<file path="src/rtl/icache_direct.sv">
// Direct-mapped, read-only instruction cache: one word per frame, single-word
// miss fill from the memory controller, saturating hit/miss counters.
module icache_direct #(
    parameter int unsigned SETS  = 16,
    parameter int unsigned IDX_W = $clog2(SETS),
    parameter int unsigned TAG_W = 30 - IDX_W
) (
    input  logic        CLK,
    input  logic        RST,
    input  logic        imemREN,
    input  logic [31:0] imemaddr,
    output logic        ihit,
    output logic [31:0] imemload,
    output logic        iREN,
    output logic [31:0] iaddr,
    input  logic        iwait,
    input  logic [31:0] iload,
    output logic [31:0] hit_count,
    output logic [31:0] miss_count
);

    localparam logic [0:0] ST_IDLE = 1'b0;
    localparam logic [0:0] ST_FILL = 1'b1;

    logic [0:0]       state_q, state_d;
    logic [31:0]      miss_addr_q, miss_addr_d;
    logic [31:0]      hit_cnt_q, hit_cnt_d;
    logic [31:0]      miss_cnt_q, miss_cnt_d;
    logic [SETS-1:0]  valid_q;
    logic [TAG_W-1:0] tag_q  [SETS];
    logic [31:0]      data_q [SETS];

    logic [IDX_W-1:0] req_idx_c;
    logic [TAG_W-1:0] req_tag_c;
    logic [IDX_W-1:0] fill_idx_c;
    logic [TAG_W-1:0] fill_tag_c;
    logic             lookup_hit_c;
    logic             fill_c;

    assign req_idx_c  = imemaddr[IDX_W+1:2];
    assign req_tag_c  = imemaddr[31:IDX_W+2];
    assign fill_idx_c = miss_addr_q[IDX_W+1:2];
    assign fill_tag_c = miss_addr_q[31:IDX_W+2];

    assign lookup_hit_c = imemREN && valid_q[req_idx_c] && (tag_q[req_idx_c] == req_tag_c);

    assign hit_count  = hit_cnt_q;
    assign miss_count = miss_cnt_q;

    // Next-state, fetch/memory outputs and counter updates; everything quiet while RST is high.
    always_comb begin
        state_d     = state_q;
        miss_addr_d = miss_addr_q;
        hit_cnt_d   = hit_cnt_q;
        miss_cnt_d  = miss_cnt_q;
        ihit        = 1'b0;
        imemload    = 32'd0;
        iREN        = 1'b0;
        iaddr       = 32'd0;
        fill_c      = 1'b0;
        if (!RST) begin
            case (state_q)
                ST_IDLE: begin
                    if (imemREN) begin
                        if (lookup_hit_c) begin
                            ihit     = 1'b1;
                            imemload = data_q[req_idx_c];
                            if (hit_cnt_q != 32'hFFFF_FFFF) hit_cnt_d = hit_cnt_q + 32'd1;
                        end else begin
                            state_d     = ST_FILL;
                            miss_addr_d = {imemaddr[31:2], 2'b00};
                            if (miss_cnt_q != 32'hFFFF_FFFF) miss_cnt_d = miss_cnt_q + 32'd1;
                        end
                    end
                end
                ST_FILL: begin
                    iREN  = 1'b1;
                    iaddr = miss_addr_q;
                    if (!iwait) begin
                        fill_c  = 1'b1;
                        state_d = ST_IDLE;
                    end
                end
                default: state_d = ST_IDLE;
            endcase
        end
    end

    // Control state, counters and valid bits with synchronous reset.
    always_ff @(posedge CLK) begin
        if (RST) begin
            state_q     <= ST_IDLE;
            miss_addr_q <= 32'd0;
            hit_cnt_q   <= 32'd0;
            miss_cnt_q  <= 32'd0;
            valid_q     <= '0;
        end else begin
            state_q     <= state_d;
            miss_addr_q <= miss_addr_d;
            hit_cnt_q   <= hit_cnt_d;
            miss_cnt_q  <= miss_cnt_d;
            if (fill_c) valid_q[fill_idx_c] <= 1'b1;
        end
    end

    // Tag and data arrays; contents are meaningless until the frame's valid bit is set.
    always_ff @(posedge CLK) begin
        if (fill_c) begin
            tag_q[fill_idx_c]  <= fill_tag_c;
            data_q[fill_idx_c] <= iload;
        end
    end

endmodule

</file>
<file path="config.mk">
export PLATFORM = sky130hd
export DESIGN_NAME = icache_direct
export DESIGN_NICKNAME = d
export VERILOG_FILES = /design/src/rtl/icache_direct.sv
export SDC_FILE = /design/constraint.sdc
export NUM_CORES = 1
export LEC_CHECK = 0
export CORE_UTILIZATION = 65
export CTS_CLUSTER_DIAMETER = 30
export DETAILED_ROUTE_END_ITERATION = 8
export PLACE_DENSITY_LB_ADDON = 0.2
export SYNTH_ARGS = -nofsm -noshare
export SYNTH_HDL_FRONTEND = slang
export SYNTH_SLANG_ARGS = --single-unit
</file>
<file path="constraint.sdc">
create_clock -name CLK -period 13.95 [get_ports CLK]
set_input_delay 2.0925 -clock CLK [delete_from_list [all_inputs] [get_ports CLK]]
set_output_delay 2.0925 -clock CLK [all_outputs]
set_load 0.05 [all_outputs]
</file>
==> impl_metrics.tcl <==
set metrics [dict create \
    ys.flop_type "edfxtp_1" \
    synth_enable_flop_cells 928 \
    synth_area_leaders "edfxtp_1 67%, mux4_2 14%, dfxtp_1 5.3%" \
    seq_area_um2 30100 \
    wl_um 104000 \
    critPathMaxFanout 115 \
    place.detailed.hpwl_um 48800 \
    cp-start-kind "primary input" \
    rows 92 \
    cp.depth 14 \
    r2r_cells 9 \
    die_y_um 255 \
    grt_pass1_wl_um 152000 \
    p_leak_nw 16.7 \
    worst-setup-path-type "primary input to output pin" \
    min_period_ns 10.14 \
    crit_family "buffers and inverters" \
    ir_worst_vdd_mv 0.145 \
    die_w_um 255 \
    fin_worst_skew_ns 0.0329 \
    tightest_slew_ns 1.26 \
    yosysMostFrequentCell "edfxtp_1" \
    critPathCaptureType "output pin" \
    rrSetupSlack_ns 8.90 \
    wl_per_cell_um 30.0 \
    cap_violations 0 \
    cpMostUsedCell "buf_4" \
    portBuffers 193 \
    clockBufferDepth 3 \
    initial_utilization_pct 66.0 \
    seq_area_frac_synth_pct 72.2 \
    fmax_ghz 0.0986 \
    clkSinkCount 1039 \
    critical_path_buf_inv_count 5 \
    finalMaxSlewViolations 0 \
    yosys_register_bits 1039 \
    core_um2 63200 \
    via_count 22900 \
    antenna_found_initial 8 \
    startpoint "imemaddr[4]" \
    min_period_over_period_pct 72.7 \
    area_growth_pct 19.9 \
    synth_top_area_share_pct 66.8 \
    rr_endpoint "hit_count[30]$_SDFFE_PP0P_" \
    cpMaxStageDelayCell "buf_4" \
    postCtsSetupRepairBufs 0 \
    multi_input_area_um2 11100 \
    grt_pass1_vias 23800 \
    gp_congestion 0.827 \
    via_per_inst 6.62 \
    cts-resized-gates 0 \
    yosysTopAreaCell "edfxtp_1" \
    cts_root_buffer "clkbuf_16" \
    postSynthAreaPerCell_um2 19.0 \
    drc_errors 0 \
    timing.rr.start "tag_q[15][17]$_DFFE_PP_" \
    dp_cells 3153 \
    fin_util_pct 79.1 \
    netlist_instances 2200 \
    grt_use_total_pct 32.8 \
    synth_cell_type_count 64 \
    syn_area_um2 41700 \
    netlist_top_cells_count "928 x edfxtp_1, 255 x mux4_2, 111 x dfxtp_1, 103 x nor2_1, 98 x mux2i_1" \
    ys_warn_count 0 \
    setup_viol 0 \
    die-area_um2 65200 \
    cpPeakStageDelay_ns 0.88 \
    clk_pin_slew_ns 0.05 \
    cts_hold_buf 0 \
    gr-total-overflow 0 \
    io_pins 198 \
    power_mw 7.73 \
    cts_max_level 4 \
    critPathCapture "imemload[8]" \
    dr.pass1.iters 5 \
    min-delay-start "valid_q[9]$_SDFFE_PP0P_" \
    cp.arrival_ns 8.05 \
    hold_viol_final 0 \
    hold_class "register to register" \
    numCtsBuffers 165 \
    drt_iter0_drc 2343 \
    rsz0062_at_grt "no" \
    fin_cells 3464 \
    status "completed" \
    async_reset_ff_share_pct 0 \
    tns_ns 0 \
    clkLatencyLatePin_ns 0.74 \
    power_density_nw_per_um2 155 \
    grt_start_max_net_pins 116 \
    worstPathCellList "buf_8 -> buf_4 -> mux4_2 -> mux4_2 -> xnor2_1 -> o31ai_1 -> nor3_1 -> nor4bb_2 -> buf_4 -> nand2_1 -> or3_1 -> buf_4 -> nor2b_1 -> clkdlybuf4s50_1" \
    fillCellCount 3111 \
    relSlewSlack_pct 15.8 \
    cp.required_ns 11.86 \
    final_antenna_net_count 0 \
    nets 2544 \
    cts_tree "yes" \
    layout-drive-gt1-share_pct 24.4 \
]
==> routing by layer <==
metal / vias up / wire, um / global-route usage (%)
met1: 11900 / 37500 / 42.2
met3: 255 / 8420 / 5.82
met2: 1332 / 54400 / 55.6
met4: 8 / 3490 / 14.4
li1: 9459 / - / -
met5: - / 48 / 0
==> state kept, by name, indices dropped and copies added, names as in the netlist <==
| register | count |
|---|---|
| state_q | 1 |
| miss_addr_q | 30 |
| valid_q | 16 |
| tag_q | 416 |
| data_q | 512 |
| miss_count | 32 |
| hit_count | 32 |
==> per-stage QoR <==
| step | hold slack [ns] | cell area, um^2 | worst slack [ns] |
|---|---|---|---|
| after floorplan | 0.435 | 41700 | 6.03 |
| after global placement | 0.444 | 44500 | 3.95 |
| after detailed placement | 0.461 | 44500 | 3.86 |
| after CTS | 0.477 | 50000 | 3.75 |
| after global routing | 0.498 | 50000 | 3.60 |
| final | 0.478 | 50000 | 3.81 |
==> worst register-to-register path: cells and delay by family, from the launching register on <==
kind | cells | cell delay, ns
compound gates | 2 | 0.55
xor+xnor | 1 | 0.16
flops | 1 | 0.38
mux | 2 | 0.99
simple gates | 4 | 2.89
==> worst min-delay path by stage <==
stage               slack (ns)                       end  cells past startpoint
global placement          0.44  valid_q[12]$_SDFFE_PP0P_                      2
finish                    0.48   valid_q[9]$_SDFFE_PP0P_                      2
global route              0.50   valid_q[9]$_SDFFE_PP0P_                      2
detailed placement        0.46   valid_q[5]$_SDFFE_PP0P_                      2
floorplan                 0.43  valid_q[12]$_SDFFE_PP0P_                      2
CTS                       0.48   valid_q[9]$_SDFFE_PP0P_                      2
==> where the power goes <==
| part | total [mW] | switching, mW | internal [mW] |
|---|---|---|---|
| Combinational | 0.305 | 0.170 | 0.135 |
| Clock | 3.98 | 1.52 | 2.47 |
| Sequential | 3.44 | 0.0283 | 3.41 |
| Total | 7.73 | 1.72 | 6.01 |
==> cell type report <==
type                            count  area share (%)
Multi-Input combinational cell   1029            22.2
Tap cell                          846            2.12
Antenna cell                        4          0.0200
Inverter                            8          0.0626
Timing Repair Buffer              231            4.43
Clock buffer                      189            8.81
Sequential cell                  1039            60.2
Clock inverter                    118            2.17
==> cells by family (layout without fill, tap and decap cells) <==
| group | after synthesis | after routing | synth area share, % |
|---|---|---|---|
| flops | 1039 | 1039 | 72.2 |
| simple gates | 483 | 483 | 6.50 |
| mux | 399 | 399 | 17.4 |
| buf+inv | 133 | 546 | 1.49 |
| compound gates | 108 | 108 | 1.68 |
| xor+xnor | 35 | 35 | 0.735 |
| fa+ha+maj | 2 | 2 | 0.0600 |
| other cells | 1 | 6 | 0.00899 |
==> layout by cell type (no fill, tap or decap), drive strengths merged, types with 8 or more instances in the layout <==
| master | netlist | layout |
|---|---|---|
| a21oi | 34 | 34 |
| and2 | 37 | 37 |
| and3 | 22 | 22 |
| and4 | 8 | 8 |
| buf | 62 | 43 |
| bufinv | 0 | 9 |
| clkbuf | 63 | 189 |
| clkdlybuf4s50 | 0 | 188 |
| clkinv | 0 | 62 |
| clkinvlp | 0 | 21 |
| dfxtp | 111 | 111 |
| edfxtp | 928 | 928 |
| inv | 8 | 34 |
| mux2 | 46 | 46 |
| mux2i | 98 | 98 |
| mux4 | 255 | 255 |
| nand2 | 36 | 36 |
| nand2b | 70 | 70 |
| nand3 | 25 | 25 |
| nand4 | 26 | 26 |
| nor2 | 103 | 103 |
| nor2b | 73 | 73 |
| nor3 | 20 | 20 |
| nor3b | 10 | 10 |
| o21ai | 29 | 29 |
| or3 | 28 | 28 |
| xnor2 | 16 | 16 |
| xor2 | 19 | 19 |
Note: power is estimated with default switching activity, not from simulation.
